## config.mk

```make
export PLATFORM = sky130hd
export DESIGN_NAME = shake_din_packer
export DESIGN_NICKNAME = d
export VERILOG_FILES = /design/src/rtl/shake_din_packer.sv
export SDC_FILE = /design/constraint.sdc
export NUM_CORES = 1
export LEC_CHECK = 0
export CAP_MARGIN = 20
export CORE_MARGIN = 5
export CORE_UTILIZATION = 54
export CTS_CLUSTER_SIZE = 24
export DETAILED_ROUTE_END_ITERATION = 10
export GPL_ROUTABILITY_DRIVEN = 1
export PLACE_DENSITY = 0.95
export SLEW_MARGIN = 20
export SYNTH_ARGS = -nofsm -noshare
export SYNTH_HDL_FRONTEND = slang
export SYNTH_SLANG_ARGS = --single-unit
export TNS_END_PERCENT = 1
```

## constraint.sdc

```tcl
create_clock -name clk_i -period 4.4 [get_ports clk_i]
set_input_delay 0.88 -clock clk_i [delete_from_list [all_inputs] [get_ports clk_i]]
set_output_delay 0.88 -clock clk_i [all_outputs]
set_load 0.05 [all_outputs]
```

## src/rtl/shake_din_packer.sv

```systemverilog
// Byte-to-word packer in front of a SHAKE core: gathers message bytes MSB-first
// into 64-bit words and flags the final (possibly partial or empty) word.
module shake_din_packer (
    input  logic        clk_i,
    input  logic        rst_i,
    input  logic        start_i,
    input  logic        empty_i,
    input  logic [7:0]  in_byte_i,
    input  logic        in_valid_i,
    input  logic        in_last_i,
    output logic        in_ready_o,
    output logic        start_o,
    output logic [63:0] din_o,
    output logic        din_valid_o,
    output logic        last_din_o,
    output logic [3:0]  last_din_byte_o,
    input  logic        din_ready_i,
    output logic        busy_o
);

    typedef enum logic [2:0] {
        IDLE      = 3'd0,
        START     = 3'd1,
        FILL      = 3'd2,
        SEND      = 3'd3,
        SEND_LAST = 3'd4
    } state_t;

    state_t     state;
    logic       empty_q;
    logic [3:0] cnt;

    always_ff @(posedge clk_i or posedge rst_i) begin
        if (rst_i) begin
            state           <= IDLE;
            empty_q         <= 1'b0;
            cnt             <= 4'd0;
            in_ready_o      <= 1'b0;
            start_o         <= 1'b0;
            din_o           <= 64'd0;
            din_valid_o     <= 1'b0;
            last_din_o      <= 1'b0;
            last_din_byte_o <= 4'd0;
            busy_o          <= 1'b0;
        end else begin
            case (state)
                IDLE: begin
                    if (start_i) begin
                        state   <= START;
                        empty_q <= empty_i;
                        cnt     <= 4'd0;
                        din_o   <= 64'd0;
                        start_o <= 1'b1;
                        busy_o  <= 1'b1;
                    end
                end

                START: begin
                    start_o <= 1'b0;
                    if (empty_q) begin
                        // Zero-byte message: one all-zero final word with no valid bytes.
                        state           <= SEND_LAST;
                        din_o           <= 64'd0;
                        din_valid_o     <= 1'b1;
                        last_din_o      <= 1'b1;
                        last_din_byte_o <= 4'd0;
                    end else begin
                        state      <= FILL;
                        in_ready_o <= 1'b1;
                    end
                end

                FILL: begin
                    if (in_valid_i) begin
                        for (int k = 0; k < 8; k++) begin
                            if (cnt == 4'(k)) begin
                                din_o[63-8*k -: 8] <= in_byte_i;
                            end
                        end
                        cnt <= cnt + 4'd1;
                        if (in_last_i) begin
                            state           <= SEND_LAST;
                            in_ready_o      <= 1'b0;
                            din_valid_o     <= 1'b1;
                            last_din_o      <= 1'b1;
                            last_din_byte_o <= cnt + 4'd1;
                        end else if (cnt == 4'd7) begin
                            state       <= SEND;
                            in_ready_o  <= 1'b0;
                            din_valid_o <= 1'b1;
                        end
                    end
                end

                SEND: begin
                    if (din_ready_i) begin
                        state       <= FILL;
                        din_o       <= 64'd0;
                        cnt         <= 4'd0;
                        din_valid_o <= 1'b0;
                        in_ready_o  <= 1'b1;
                    end
                end

                SEND_LAST: begin
                    if (din_ready_i) begin
                        state           <= IDLE;
                        din_o           <= 64'd0;
                        cnt             <= 4'd0;
                        din_valid_o     <= 1'b0;
                        last_din_o      <= 1'b0;
                        last_din_byte_o <= 4'd0;
                        busy_o          <= 1'b0;
                    end
                end

                default: begin
                    state           <= IDLE;
                    in_ready_o      <= 1'b0;
                    start_o         <= 1'b0;
                    din_valid_o     <= 1'b0;
                    last_din_o      <= 1'b0;
                    last_din_byte_o <= 4'd0;
                    busy_o          <= 1'b0;
                end
            endcase
        end
    end

endmodule

```

==> metrics, run 1 <==
CP max FO=12; Worst setup EP type=flop; RSZ-0062 raised after global routing=false; WP buf/inv=1; GRT Total Usage=0.210; Vias per Instance=5.63; CP max stage cell=o311ai_2; Post-Route WL=8.53 mm; drt first pass iters=4; Cell Chain, Critical Path=clkdlybuf4s50_1 -> mux2_4 -> o311ai_2 -> or3_1 -> mux2_2; wire per inst=about 19 um; Worst Path Arrival=3.30 ns; TNS Setup=0 ns; sequential area share after synthesis=0.546; final worst clock skew=around 0.017 ns; die height=92.9 um; TritonCTS clock tree=built; DR DRC count=0; first-pass GRT wire length=13.9 mm; CORE AREA=6760 um2; synthesized area per cell=13.1 um2; clock latency on the worst-skew pair=0.36 ns; Synth Warn #=0; R2R setup slack=roughly 1.6 ns; fin nets=about 380; Core Rows=30; post-synth cell types=43; Final Slew Violations=0; I/O Buffers=87; worst-case vdd ir drop=0.565 mV; multi-input logic area=roughly 1500 um2; ANT cells=0; CTS root buf=clkbuf_8; final setup vio count=0; Vias=2504; Worst-Margin Slew=around 0.87 ns; Bufs on Longest Clock Path=2; Pwr Density=859 nW/um2; Post-Syn Nets=~300; number of global-route vias before repair=2559; FF+latch count, synth=81; CP Launch Type=input port; fill count=463; Fin. Hold Viols=0; total CTS buffers=9; die width=about 93 um; drt initial violations=147; Tmin final=~3.1 ns; Sequential cell area=~2000 um2; fraction of layout cells with a size suffix above 1=0.266; Ports=just under 90; status=finished, final reports clean; Rel. slew slack=0.420; Post-Synthesis Cells=283; CTS Sinks=81; most used flip-flop cell after synthesis=dfrtp_1; Inst Count DP=429; max cap viols=0; postcts setup bufs=0; Max Clk Rate=327 MHz; Final ANT Viol Nets=0; gr ovfl total=0; WP data required=4.64 ns; cts hold-fix bufs=0; initial antenna violation count=0; H-tree depth=3; synthesized area=3710 um2; CP max stage delay=0.72 ns; leakage=roughly 2.2 nW; Post-Layout Cell Count=445; async set-reset flop share out of synthesis=1.00; delay-heaviest family, CP=compound AO/OA/AOI/OAI gates; die area=8630 um2; Hold/Removal Path Class=reg -> reg; Post-synth EDFFs=0; Fin Hold WS=0.510 ns; clock-pin slew on the worst setup and hold paths=0.08 ns; largest net degree at the start of global routing=61; final period utilization=0.695; critical path class=in -> reg; PostCTS Resize Cnt=0; area grow syn2layout=29.0%; placer's final routability congestion estimate=0.799; Final HPWL DP=5.99 mm; Starting Density=0.549; Total Power=between 4 and 5 mW
==> per-layer routing <==
| layer | global-route usage | wire, um | part of all wire |
|---|---|---|---|
| met1 | 0.268 | 3550 | 0.42 |
| met5 | 0 | 0 | 0 |
| met4 | 0.0818 | 156 | 0.018 |
| met3 | 0.0374 | 374 | 0.044 |
| met2 | 0.357 | 4440 | 0.52 |
==> state kept, by name, summed over array words and instances (netlist names) <==
signal and flops:
din_o 64, cnt 4, last_din_byte_o 4, state 3, busy_o 1, din_valid_o 1, empty_q 1, in_ready_o 1
last_din_o 1, start_o 1
==> power breakdown <==
group / switching, mW / internal [mW]
sequential: 0.194 / 0.977
clock: 0.279 / 0.323
combinational: 1.38 / 0.961
total: 1.85 / 2.26
==> worst reg2reg max path, cell delays in order, from the launching register on <==
cell and delay, ns:
dfrtp_1 0.76, mux2_4 0.37, o311ai_2 0.72, or3_1 0.47
mux2_2 0.38
==> cell usage after synthesis (2+ instances only) <==
cell,instances,share of area
nor2_1,13,0.013
nand3b_1,4,0.0081
nor2b_1,3,0.0051
nor3_2,4,0.011
and2_1,9,0.015
or3_1,2,0.0034
buf_2,3,0.0040
nand3_1,2,0.0027
nor3b_1,2,0.0040
a31oi_1,3,0.0051
mux2i_1,4,0.011
xnor2_1,3,0.0071
buf_4,5,0.010
nor3_1,2,0.0027
ha_1,4,0.013
mux2_2,57,0.17
dfrtp_1,81,0.55
mux2_4,13,0.053
a211o_1,2,0.0047
nand2_1,8,0.0081
inv_1,7,0.0071
o21ai_0,13,0.018
a211oi_1,2,0.0040
a21oi_1,5,0.0067
clkbuf_1,12,0.012
buf_6,3,0.0091
==> layout make-up <==
type,instances,area share
well taps,80,0.0209
clock inverters,6,0.0191
flip-flops and latches,81,0.423
clock buffers,10,0.0267
inverters,7,0.00601
repair buffers,89,0.185
multi-input cells,172,0.319
==> cell families after synthesis <==
logic type               Yosys count  share of synthesized area
AO/OA/AOI/OAI                     33                     0.0587
buffers and inverters             30                     0.0425
AND/OR/NAND/NOR                   58                     0.0958
adder cells (fa/ha/maj)            4                     0.0135
multiplexers                      74                      0.236
flip-flops                        81                      0.546
XOR/XNOR                           3                    0.00708
==> final timing paths <==
path,cells after the start,to,from
min in group asynchronous,2,last_din_byte_o[3],rst_i
max in group asynchronous,3,din_o[47],rst_i
worst min-delay path,1,in_ready_o,in_ready_o
worst max register to register,4,din_o[11],state[1]
worst min register to register,1,in_ready_o,in_ready_o
worst max-delay path,5,din_o[11],in_valid_i
==> cells in the final DEF, fill, tap and decap left out, drive strengths merged, types with 5 or more instances in the layout <==
cell type / synthesis / layout
o21ai: 13 / 13
nor2: 13 / 13
clkdlybuf4s50: 0 / 87
clkbuf: 12 / 10
nand2: 8 / 8
mux2: 70 / 70
inv: 7 / 8
nor3: 6 / 6
a21oi: 5 / 5
dfrtp: 81 / 81
and2: 9 / 9
==> metrics by stage <==
stage / cell area [um2] / worst slack [ns] / utilization
floorplan: 3710 / 1.44 / -
CTS: 4790 / 1.34 / 0.708
global placement: 4570 / 1.06 / 0.676
finish: 4790 / 1.34 / 0.709
detailed placement: 4570 / 0.939 / 0.676
global route: 4790 / 1.20 / 0.709
Note: power is estimated with default switching activity, not from simulation.
==> run 2: changes to the inputs <==
- CORE_UTILIZATION: 54 -> 50
- PLACE_DENSITY: 0.95 -> 0.89
- clock period: 4.4 -> 3 ns (I/O delays scaled with it)
==> run 2 against run 1 <==
First-iteration DRC count decreased by 20%. Global-route usage decreased by 1.6 points. Final area increased by 2.3%. Largest power group unchanged. Critical path type unchanged. Combinational power increased by 52%. Wire length decreased by 1.8%.
==> metrics, run 2 (synthesis results as in run 1) <==
status=finished, final reports clean (unchanged); die width=96.2 um (was 92.9 um); DR DRC count=0 (unchanged); total CTS buffers=9 (unchanged); max cap viols=0 (unchanged); largest net degree at the start of global routing=40 (was 61); Post-Route WL=8.38 mm (was 8.53 mm); CP Launch Type=input port (unchanged); initial antenna violation count=0 (unchanged); critical path class=in -> reg (unchanged); Worst-Margin Slew=0.931 ns (was 0.869 ns); Vias=2505 (was 2504); r2r startpoint=state[0] (was state[1]); number of global-route vias before repair=2558 (was 2559); Ports=88 (unchanged); fin nets=390 (was 379); Pwr Density=1240 nW/um2 (was 859 nW/um2); drt initial violations=117 (was 147); Hold Path Origin=last_din_o (was in_ready_o); Worst Path Arrival=2.82 ns (was 3.30 ns); Worst setup EP type=flop (unchanged); ANT cells=0 (unchanged); wire per inst=17.6 um (was 19.2 um); Worst Setup SP=start_i (was in_valid_i); Hold/Removal Path Class=reg -> reg (unchanged); Tmin final=2.59 ns; postcts setup bufs=0 (unchanged); Core Rows=31 (was 30); CP max FO=12 (unchanged); RSZ-0062 raised after global routing=false (unchanged); Rel. slew slack=0.378 (was 0.420); Final HPWL DP=6.21 mm (was 5.99 mm); first-pass GRT wire length=13.5 mm (was 13.9 mm); Post-Layout Cell Count=475 (was 445); Inst Count DP=459 (was 429); Top reg by flops=din_o (unchanged); Vias per Instance=5.27 (was 5.63); Final ANT Viol Nets=0 (unchanged); most frequent cells in the layout=clkdlybuf4s50_1, dfrtp_1, mux2_2 (unchanged); gr ovfl total=0 (unchanged); TNS Setup=0 ns (unchanged); TritonCTS clock tree=built (unchanged); clock-pin slew on the worst setup and hold paths=0.08 ns (about the same); WP data required=3.23 ns (was 4.64 ns); H-tree depth=3 (unchanged); die height=96.2 um (was 92.9 um); final setup vio count=0 (unchanged); final worst clock skew=0.0108 ns (was 0.0169 ns); worst-case vdd ir drop=0.646 mV (was 0.565 mV); area grow syn2layout=32.0% (was 29.0%); fraction of layout cells with a size suffix above 1=0.290 (was 0.266); commonest non-fill, non-tap cell in the layout=clkdlybuf4s50_1 (unchanged); Fin. Hold Viols=0 (unchanged); R2R setup slack=0.54 ns (was 1.60 ns); biggest regs=din_o (64), cnt (4), last_din_byte_o (4) (unchanged); CTS Sinks=81 (unchanged); Bufs on Longest Clock Path=2 (unchanged); placer's final routability congestion estimate=0.795 (was 0.799); die area=9240 um2 (was 8630 um2); CORE AREA=7250 um2 (was 6760 um2); Final Slew Violations=0 (unchanged); Starting Density=0.512 (was 0.549); final period utilization=0.862; drt first pass iters=4 (unchanged); fill count=550 (was 463); clock latency on the worst-skew pair=0.35 ns (was 0.36 ns); cts hold-fix bufs=0 (unchanged); I/O Buffers=87 (unchanged); leakage=2.24 nW (was 2.19 nW); PostCTS Resize Cnt=0 (unchanged); Max Clk Rate=387 MHz; max reg flops=64 (unchanged); CTS root buf=clkbuf_8 (unchanged); GRT Total Usage=0.195 (was 0.210)
[run 2: critical path, stage by stage]
cell and delay [ns]:
clkdlybuf4s50_1 0.42, mux2_4 0.28, o311ai_2 0.76, or3_1 0.22, buf_4 0.18, mux2_2 0.36
[run 2: layer usage]
metal  wire length, um  GRT usage  vias to the layer above
li1                  -          -                     1171
met3               370     0.0375                       13
met1              3480      0.251                     1260
met5                 0          0                        -
met2              4380      0.321                       61
met4               150     0.0782                        0
[run 2: through the flow]
stage / power [mW] / setup WS (ns) / cell area (um2) / hold slack, ns / util
6_report: 6.08 / 0.414 / 4900 / 0.501 / 0.675
5_1_grt: 6.40 / 0.303 / 4900 / 0.535 / 0.675
4_1_cts: 6.13 / 0.425 / 4900 / 0.508 / 0.675
3_5_place_dp: 5.28 / 0.0386 / 4690 / 0.490 / 0.646
3_3_place_gp: 5.17 / 0.0953 / 4690 / 0.472 / 0.646
2_1_floorplan: 4.32 / 0.320 / 3710 / 0.519 / -
[run 2: path summary, 6_finish.rpt]
kind,to,cells past startpoint
hold / removal,last_din_o,1
setup reg to reg,din_o[26],5
setup / recovery,din_o[26],6
min in group asynchronous,cnt[1],2
hold reg to reg,last_din_o,1
max in group asynchronous,din_o[5],3
[run 2: report_power, final]
group,switching [mW],internal (mW)
Combinational,2.04,1.51
Sequential,0.258,1.43
Clock,0.415,0.419
[run 2: final cells by class]
type                            count  area, um2  area share
Multi-Input combinational cell    172       1530       0.312
Inverter                            7       27.5     0.00562
Clock inverter                      6       73.8      0.0151
Tap cell                           99        124      0.0253
Clock buffer                       10        138      0.0281
Timing Repair Buffer              100        981       0.200
Sequential cell                    81       2030       0.414
